===== src/rtl/bcd_scan_driver_pkg.sv =====
// Shared constants, FSM encoding and the double-dabble adjust step for the
// BCD scan driver.
package bcd_scan_driver_pkg;

  localparam int DIGITS  = 4;
  localparam int BCD_W   = 16;
  localparam int BIN_W   = 14;
  localparam int MAX_VAL = 9999;
  localparam int ITERS   = BIN_W;

  localparam logic [BIN_W-1:0] MAX_BIN = BIN_W'(MAX_VAL);

  typedef enum logic [1:0] {
    IDLE = 2'd0,
    CONV = 2'd1,
    DONE = 2'd2
  } conv_state_t;

  // Add 3 to every nibble >= 5 so the following shift carries correctly.
  function automatic logic [BCD_W-1:0] bcd_adjust(input logic [BCD_W-1:0] b);
    logic [BCD_W-1:0] r;
    r = b;
    for (int d = 0; d < DIGITS; d++) begin
      if (r[d*4 +: 4] >= 4'd5) r[d*4 +: 4] = r[d*4 +: 4] + 4'd3;
    end
    return r;
  endfunction

endpackage


===== src/rtl/bcd_scan_driver_bin2bcd_seq.sv =====
// Sequential binary-to-BCD converter: one shift-add-3 iteration per cycle,
// busy for 15 cycles after an accepted load, one-cycle done pulse at the end.
module bin2bcd_seq
  import bcd_scan_driver_pkg::*;
(
  input  logic             clk,
  input  logic             rst,
  input  logic [BIN_W-1:0] value,
  input  logic             load,
  output logic             busy,
  output logic             ovf,
  output logic [BCD_W-1:0] bcd,
  output logic             done
);

  conv_state_t      state, nxt;
  logic [3:0]       iter;
  logic [BIN_W-1:0] bin;

  always_ff @(posedge clk) begin
    if (rst) state <= IDLE;
    else     state <= nxt;
  end

  always_comb begin
    nxt = state;
    case (state)
      IDLE:    if (load) nxt = CONV;
      CONV:    if (iter == 4'(ITERS-1)) nxt = DONE;
      DONE:    nxt = IDLE;
      default: nxt = IDLE;
    endcase
  end

  always_ff @(posedge clk) begin
    if (rst) begin
      iter <= '0;
      bin  <= '0;
      bcd  <= '0;
      ovf  <= 1'b0;
    end else begin
      case (state)
        IDLE: if (load) begin
          bin  <= (value > MAX_BIN) ? MAX_BIN : value;
          ovf  <= (value > MAX_BIN);
          bcd  <= '0;
          iter <= '0;
        end
        CONV: begin
          {bcd, bin} <= {bcd_adjust(bcd), bin} << 1;
          iter       <= iter + 4'd1;
        end
        default: ;
      endcase
    end
  end

  assign busy = (state != IDLE);
  assign done = (state == DONE);

endmodule


===== src/rtl/bcd_scan_driver.sv =====
// Converts a binary value to four BCD digits and time-multiplexes them onto
// one digit bus with active-low one-hot anode select and leading-zero blanking.
module bcd_scan_driver #(
  parameter int REFRESH_DIV = 50000,
  parameter int BIN_W       = 14
) (
  input  logic             clk,
  input  logic             rst,
  input  logic [BIN_W-1:0] value,
  input  logic             load,
  input  logic             blank_lz,
  output logic             busy,
  output logic             ovf,
  output logic [3:0]       n,
  output logic             on,
  output logic [3:0]       sel
);
  import bcd_scan_driver_pkg::DIGITS;
  import bcd_scan_driver_pkg::BCD_W;

  localparam int DIV_W = (REFRESH_DIV > 1) ? $clog2(REFRESH_DIV) : 1;

  logic [BCD_W-1:0]            bcd;
  logic                        done;
  logic [DIGITS-1:0][3:0]      disp;
  logic [DIV_W-1:0]            cnt;
  logic [1:0]                  idx;
  logic [DIGITS-1:0]           lz;

  bin2bcd_seq u_conv (
    .clk   (clk),
    .rst   (rst),
    .value (value),
    .load  (load),
    .busy  (busy),
    .ovf   (ovf),
    .bcd   (bcd),
    .done  (done)
  );

  // Display only changes on done, so partial conversions are never scanned out.
  always_ff @(posedge clk) begin
    if (rst)       disp <= '0;
    else if (done) disp <= bcd;
  end

  always_ff @(posedge clk) begin
    if (rst) begin
      cnt <= '0;
      idx <= '0;
    end else if (cnt == DIV_W'(REFRESH_DIV-1)) begin
      cnt <= '0;
      idx <= idx + 2'd1;
    end else begin
      cnt <= cnt + 1'b1;
    end
  end

  // lz[k]: digit k and every higher digit are zero.
  for (genvar k = 0; k < DIGITS; k++) begin : g_lz
    assign lz[k] = ~|disp[DIGITS-1:k];
  end

  assign n   = disp[idx];
  assign sel = ~(4'b0001 << idx);
  assign on  = blank_lz && (idx != 2'd0) && lz[idx];

endmodule


===== config.mk =====
export PLATFORM = sky130hd
export DESIGN_NAME = bcd_scan_driver
export DESIGN_NICKNAME = d
export VERILOG_FILES = /design/src/rtl/bcd_scan_driver_pkg.sv /design/src/rtl/bcd_scan_driver_bin2bcd_seq.sv /design/src/rtl/bcd_scan_driver.sv
export SDC_FILE = /design/constraint.sdc
export NUM_CORES = 1
export LEC_CHECK = 0
export CAP_MARGIN = 40
export CORE_MARGIN = 10
export CORE_UTILIZATION = 30
export CTS_CLUSTER_SIZE = 24
export DETAILED_ROUTE_END_ITERATION = 7
export DONT_BUFFER_PORTS = 1
export PLACE_DENSITY = 0.4
export SLEW_MARGIN = 20
export SYNTH_ARGS = -nofsm -noshare
export SYNTH_HDL_FRONTEND = slang
export SYNTH_SLANG_ARGS = --single-unit

===== constraint.sdc =====
create_clock -name clk -period 2.77 [get_ports clk]
set_clock_uncertainty 0.1 [all_clocks]
set_input_delay 0.554 -clock clk [delete_from_list [all_inputs] [get_ports clk]]
set_output_delay 0.554 -clock clk [all_outputs]
set_load 0.005 [all_outputs]

==> results.toml, run 1 <==
[clock_tree]
ctsHoldBuffers = 0
post-cts-setup-buffer-count = 0
clk_latency_ns = 0.33
cts_resized = 0
cts.clk_slew.worst_paths_ns = 0.05
cts.sinks = 71
h-tree-depth = 3
cts.root.buffer_cell = "clkbuf_16"
cts_tree = "built"
cts_buffers = 9
cts_buffer_depth = 2

[sta]
setup_viol_count_final = 0
setup_tns_ns = 0
finalCritPeriodShare_pct = 84.78
final.min_clock_period_ns = 2.349
worst_slew_pin_slew_ns = 0.6481
rsz0062_at_grt = "no"
relSlewSlack_pct = 56.64
slew_violations = 0
hold_viol = 0
fmax_mhz = 425.8

[die]
start_util_pct = 31.02
die_h_um = 126.3
die_area_mm2 = 0.01596
die_w_um = 126.3
core_area_mm2 = 0.01094
fp-row-count = 38
pin_count = 29

[grt]
antenna_found_initial = 0
grt.overflow.total = 0
grt_max_degree = 51
grt_pass1_wl_mm = 12.99
grt.met3_usage_pct = 4.207
use_met2_pct = 14.23
grtUsageMet1_pct = 12.92
grtUsageTotal_pct = 9.992
grt_pass1_vias = 2474
grt-busiest-layer = "met2"

[power]
max-vdd-ir-drop_mv = 0.2959
swShare_pct = 21.27
p_leak_nw = 1.393
powerDensity_mw_per_mm2 = 596.6
power.switching_mw = 0.4806
pwr-share-seq_pct = 47.0
internal-power_mw = 1.779
combPwrFrac_pct = 4.5
pwr-share-clk_pct = 48.5

[routing]
ant_nets = 0
viasPerCell = 4.949
drtIter0Drc = 105
drtPass1Iterations = 5
num_vias = 2603
drc_errors = 0
drt-total-wl_mm = 7.795
routedWlPerCell_um = 14.82

[synth]
yosysSeqAreaShare_pct = 41.90
synth_common_cells = "dfxtp_1, nand2_1, a21oi_1"
yosysMostFrequentCell = "dfxtp_1"
synthCells = 386
synth-main-ff-cell = "dfxtp_1"
synthAdderAreaFrac_pct = 5.533
synth_edf_count = 0
synthMuxAreaShare_pct = 4.463
synth_top_family_by_area = "simple AND/OR/NAND/NOR gates"
async_reset_ff_share_pct = 0
synth.avg_cell_area_um2 = 8.788
synth_largest_area_cell = "dfxtp_1"
yosysTopAreaCellShare_pct = 41.90
synth_nets = 419
synth_xor_area_share_pct = 5.422
netlist_top_cells_area = "dfxtp_1, a21oi_1, ha_1"
synth_compound_area_share_pct = 15.20
ys_types = 49
yosys_register_bits = 71
synth_warnings = 0
synth_area_mm2 = 0.003392
synthSimpleGateAreaFrac_pct = 22.39

[placement]
place_congestion = 0.7594
port_buffers = 0
dp_hpwl_mm = 5.460

[setup_path]
critical_path_arrival_ns = 1.69
critPathKind = "reg2out"
critPathCaptureType = "primary output"
crit_fanout = 8
worstPathRequired_ns = 2.12
critPathLaunchType = "flop"
reg2reg_slack_ns = 1.05

[flow_run]
maxCapViolations = 0

[layout]
drive_gt1_share_pct = 9.326
antenna_cells = 0
final_nets = 416
syn2layout_area_growth_pct = 11.66
final_util_pct = 34.63

[worst_hold_path]
min_path_type = "in2reg"

[status]
status = "finished, final reports clean"
==> critical path, cell delays in order, from the launching register on <==
cell and delay, ns:
dfxtp_1 0.55, inv_1 0.16, ha_1 0.23, inv_1 0.09
nand3_1 0.08, nor3_1 0.26
==> per-layer routing <==
layer	vias up	share of wire [%]
met4	0	1.3
li1	1346	-
met2	48	42
met5	-	0
met3	6	6.5
met1	1203	50
==> per-stage QoR <==
step	hold WS, ns	std cells	total power [mW]	setup slack (ns)	instance area [µm²]
floorplan	0.3154	386	1.171	0.8460	3392
global placement	0.3282	512	1.188	0.8292	3503
detailed placement	0.3303	512	1.189	0.7545	3503
CTS	0.1758	526	2.312	0.3927	3787
global route	0.1716	526	2.362	0.2409	3787
finish	0.1936	526	2.259	0.4215	3787
==> power by group through the flow <==
stage	clock (mW)	sequential [mW]	combinational, mW
finish	1.10	1.06	0.101
global placement	0	1.08	0.103
global route	1.18	1.07	0.118
detailed placement	0	1.08	0.104
CTS	1.15	1.06	0.104
floorplan	0	1.08	0.0932
==> state kept, by name, summed over array words and instances, names as in the netlist <==
| signal | count |
|---|---|
| u_conv.bin | 14 |
| cnt | 16 |
| u_conv.state | 2 |
| u_conv.bcd | 16 |
| u_conv.ovf | 1 |
| disp | 16 |
| idx | 2 |
| u_conv.iter | 4 |
==> layout by cell type (no fill, tap or decap), types with 8 or more instances in the layout <==
cell and n:
dfxtp_1 71, a22o_1 8, inv_1 17, nor2_1 29, nand3_1 15, nand2_1 50, xor2_1 14, o21ai_0 17
ha_1 15, clkbuf_16 9, a21oi_1 43
==> layout make-up <==
class                      instances  area [µm²]
tap                              140       175.2
inverter                          17       63.81
multi-input combinational        278        1798
clock buffer                      14       284.0
sequential                        71        1421
timing repair buffer               6       45.04
fill                            1193        7148
==> logic make-up after synthesis <==
logic type	count (synthesis)
mux	10
buf+inv	37
fa+ha+maj	15
xor+xnor	21
compound gates	85
flops	71
simple gates	147
==> final timing paths <==
kind | from | cells after the start | endpoint
setup / recovery | idx[0] | 5 | on
hold / removal | rst | 1 | cnt[2]
setup reg to reg | u_conv.state[0] | 3 | u_conv.bcd[10]
hold reg to reg | u_conv.bin[2] | 2 | u_conv.bin[2]
(Power assumes the default switching activity.)
==> run 2, diff against run 1 <==
Settings changed: PLACE_DENSITY 0.4 to 0.41.
Clock period 2.77 ns to 1.97 ns, I/O delays scaled along.
==> results.toml, run 2 (synthesized netlist as in run 1, its figures left out) <==
[power]
p_leak_nw = 1.462
max-vdd-ir-drop_mv = 0.4677
powerDensity_mw_per_mm2 = 923.2
finalPower_mw = 3.627

[grt]
grt.overflow.total = 0
grt_pass1_wl_mm = 13.03
grt_max_degree = 51
antenna_found_initial = 2
grt_pass1_vias = 2493
grtUsageTotal_pct = 9.954

[placement]
dp_slack_ns = 0.3117
port_buffers = 0
dp_hpwl_mm = 5.530
place_congestion = 0.7600

[sta]
setup_viol_count_final = 0
fin_ws_ns = 0.08834
rsz0062_at_grt = "no"
worst_slew_pin_slew_ns = 0.5160
finalCritPeriodShare_pct = 95.52
hold_viol = 0
setup_tns_ns = 0
fmax_mhz = 531.4
whs_ns = 0.03046
relSlewSlack_pct = 65.48
final.min_clock_period_ns = 1.882
slew_violations = 0

[routing]
num_vias = 2641
drtIter0Drc = 160
drc_errors = 0
drtPass1Iterations = 5
drt-total-wl_mm = 7.959
viasPerCell = 4.936
ant_nets = 0
routedWlPerCell_um = 14.88

[setup_path]
critPathLaunchType = "flop"
reg2reg_slack_ns = 0.34
r2r_start = "u_conv.state[0]"
worstPathRequired_ns = 1.48
critical_path_arrival_ns = 1.39
critPathKind = "reg2out"
rr_worst_depth = 4
critPathCaptureType = "primary output"
timing.rr.end = "u_conv.bcd[4]"
crit_fanout = 7

[die]
fp-row-count = 38
core_area_mm2 = 0.01094
start_util_pct = 31.02
pin_count = 29
die_h_um = 126.3
die_w_um = 126.3
die_area_mm2 = 0.01596

[layout]
reg_top3 = "cnt (16), disp (16), u_conv.bcd (16)"
syn2layout_area_growth_pct = 15.82
final_common_cell = "dfxtp_1"
final_cell_mix = "dfxtp_1, nand2_1, a21oi_1"
drive_gt1_share_pct = 11.93
final_nets = 422

[clock_tree]
cts_tree = "built"
cts_buffers = 9
h-tree-depth = 3
cts.clk_slew.worst_paths_ns = 0.06
cts.root.buffer_cell = "clkbuf_16"
cts_buffer_depth = 2
cts.sinks = 71
clk_latency_ns = 0.33

[worst_hold_path]
hold_path.startpoint = "rst"
min_to = "idx[0]"
whs_path_depth = 1
min_path_type = "in2reg"

[status]
status = "finished, final reports clean"

[flow_run]
maxCapViolations = 0
[run 2: cell count changes in the layout (fill, tap and decap cells not counted), sizes merged]
| cell | before | now |
|---|---|---|
| clkinvlp | 0 | 1 |
| diode | 0 | 1 |
| clkbuf | 14 | 10 |
| buf | 6 | 12 |
| bufinv | 0 | 4 |
| clkinv | 0 | 1 |
[run 2: worst max-delay path: stages (launching register included)]
cell and delay [ns]:
dfxtp_1 0.34, buf_4 0.18, mux4_2 0.54
[run 2: what timing repair did]
item / 4_1_cts / 5_1_grt
hold buffers: 0 / 0
hold endpoints to repair: 0 / 0
resized for setup: 0 / 3
endpoints found under the setup margin: 0 / 1
setup buffers: 0 / 0
[run 2: metal layers]
layer	GRT usage, %	share of wire (%)
met5	0	0.16
met4	3.416	1.4
met3	4.332	7.1
met2	13.95	41
met1	13.25	50
[run 2: per-stage QoR]
step	util (%)	instances	instance area [µm²]
detailed placement	32.38	517	3541
floorplan	-	386	3392
global route	35.90	534	3926
finish	35.93	535	3929
global placement	32.38	517	3541
CTS	35.69	533	3902
[run 2: power breakdown]
part	leakage [nW]	internal (mW)	switching, mW
Sequential	0.575	1.47	0.0252
Clock	0.173	1.36	0.623
Combinational	0.714	0.0586	0.0887
[run 2: area by class of cell]
class	count	area, µm²
sequential	71	1421
clock inverter	6	132.6
tap	140	175.2
clock buffer	10	229.0
antenna	1	2.502
inverter	17	63.81
timing repair buffer	12	87.58
fill	1154	7007
multi-input combinational	278	1817
[run 2: worst max path at each step]
stage	start	endpoint	slack, ns	depth (start not counted)
after CTS	disp[11]	on	0.01	3
after global placement	cnt[0]	cnt[9]	0.33	5
after global routing	disp[3]	on	0.005	3
final	idx[0]	n[1]	0.09	2
after floorplan	idx[0]	on	0.21	6
after detailed placement	u_conv.state[0]	u_conv.bcd[10]	0.31	3
==> run 3, diff against run 2 <==
Settings changed: SETUP_SLACK_MARGIN from default to 0.2.
==> results.toml, run 3 (synthesized netlist as in run 1, its figures left out) <==
[power]
p_leak_nw = 1.469
powerDensity_mw_per_mm2 = 915.7
max-vdd-ir-drop_mv = 0.4679
finalPower_mw = 3.631

[setup_path]
critPathKind = "reg2out"
crit_fanout = 5
startpoint = "idx[0]"
critPathCaptureType = "primary output"
critical_path_arrival_ns = 1.33
reg2reg_slack_ns = 0.34
timing.rr.end = "cnt[15]"
critPathLaunchType = "flop"
cp-endpoint = "n[2]"
worstPathRequired_ns = 1.48
r2r_start = "cnt[4]"
rr_worst_depth = 4

[worst_hold_path]
whs_path_depth = 1
hold_path.startpoint = "rst"
min_path_type = "in2reg"

[sta]
fin_ws_ns = 0.1417
setup_tns_ns = 0
fmax_mhz = 546.9
rsz0062_at_grt = "yes"
setup_viol_count_final = 0
hold_viol = 0
whs_ns = 0.02303
slew_violations = 0
finalCritPeriodShare_pct = 92.81
relSlewSlack_pct = 65.78
worst_slew_pin_slew_ns = 0.5113
final.min_clock_period_ns = 1.828

[layout]
final_common_cell = "dfxtp_1"
final_nets = 423
reg_top3 = "cnt (16), disp (16), u_conv.bcd (16)"
drive_gt1_share_pct = 13.67
syn2layout_area_growth_pct = 16.89
fin_area_mm2 = 0.003965
final_cell_mix = "dfxtp_1, nand2_1, a21oi_1"
nFillCells = 1153

[placement]
place_congestion = 0.7600
dp_hpwl_mm = 5.530
dp_slack_ns = 0.3117
port_buffers = 0
place_area_mm2 = 0.003541

[clock_tree]
h-tree-depth = 3
cts_tree = "built"
cts.clk_slew.worst_paths_ns = 0.06
cts.root.buffer_cell = "clkbuf_16"
clk_latency_ns = 0.33
cts.sinks = 71
cts_buffer_depth = 2
cts_buffers = 9

[die]
die_area_mm2 = 0.01596
start_util_pct = 31.02
core_area_mm2 = 0.01094
die_w_um = 126.3
die_h_um = 126.3
fp-row-count = 38
pin_count = 29

[grt]
grt_pass1_vias = 2504
antenna_found_initial = 2
grt.overflow.total = 0
grtUsageTotal_pct = 9.990
grt_max_degree = 51
grt_pass1_wl_mm = 13.10

[routing]
drtIter0Drc = 168
ant_nets = 0
drt-total-wl_mm = 7.987
drc_errors = 0
routedWlPerCell_um = 14.90
drtPass1Iterations = 4
num_vias = 2636
viasPerCell = 4.918

[flow_run]
maxCapViolations = 0

[status]
status = "finished, final reports clean"
-- run 3: through the flow --
step	utilization, %	std cells
final	36.26	536
after detailed placement	32.38	517
after floorplan	-	386
after global routing	36.24	535
after global placement	32.38	517
after CTS	35.96	534
-- run 3: where the power goes --
| group | switching (mW) | total, mW | leakage [nW] | internal (mW) |
|---|---|---|---|---|
| registers | 0.0254 | 1.49 | 0.576 | 1.47 |
| logic | 0.0888 | 0.148 | 0.721 | 0.0590 |
| clock network | 0.626 | 1.99 | 0.173 | 1.36 |
-- run 3: worst max-delay path, cell delays in order (launching register included) --
cell     delay (ns)
dfxtp_2        0.34
buf_6          0.13
mux4_2         0.53
-- run 3: routing by layer --
metal / vias to the layer above / part of all wire [%] / global-route usage (%)
li1: 1359 / - / -
met1: 1214 / 50 / 13.25
met2: 48 / 42 / 14.05
met3: 13 / 6.8 / 4.373
met4: 2 / 1.3 / 3.416
met5: - / 0.16 / 0
-- run 3: worst min-delay path by stage --
stage                         end  slack (ns)
finish                     idx[0]        0.02
global route               idx[0]        0.02
CTS                        idx[0]        0.01
detailed placement  u_conv.bin[2]        0.34
global placement    u_conv.bcd[0]        0.33
floorplan           u_conv.bin[1]        0.32
-- run 3: cell type report --
cell class	instances	area (µm²)	share of cell area, %
Timing Repair Buffer	13	98.84	2.493
Tap cell	140	175.2	4.418
Multi-Input combinational cell	278	1841	46.42
Inverter	17	63.81	1.609
Sequential cell	71	1423	35.88
Antenna cell	1	2.502	0.06311
Clock inverter	6	132.6	3.345
Clock buffer	10	229.0	5.775
-- run 3: timing repair --
action | 4_1_cts | 5_1_grt
resized for setup | 7 | 4
setup endpoints to repair | 5 | 9
setup buffers | 1 | 0
pin swaps | 1 | 1
hold buffers | 0 | 0
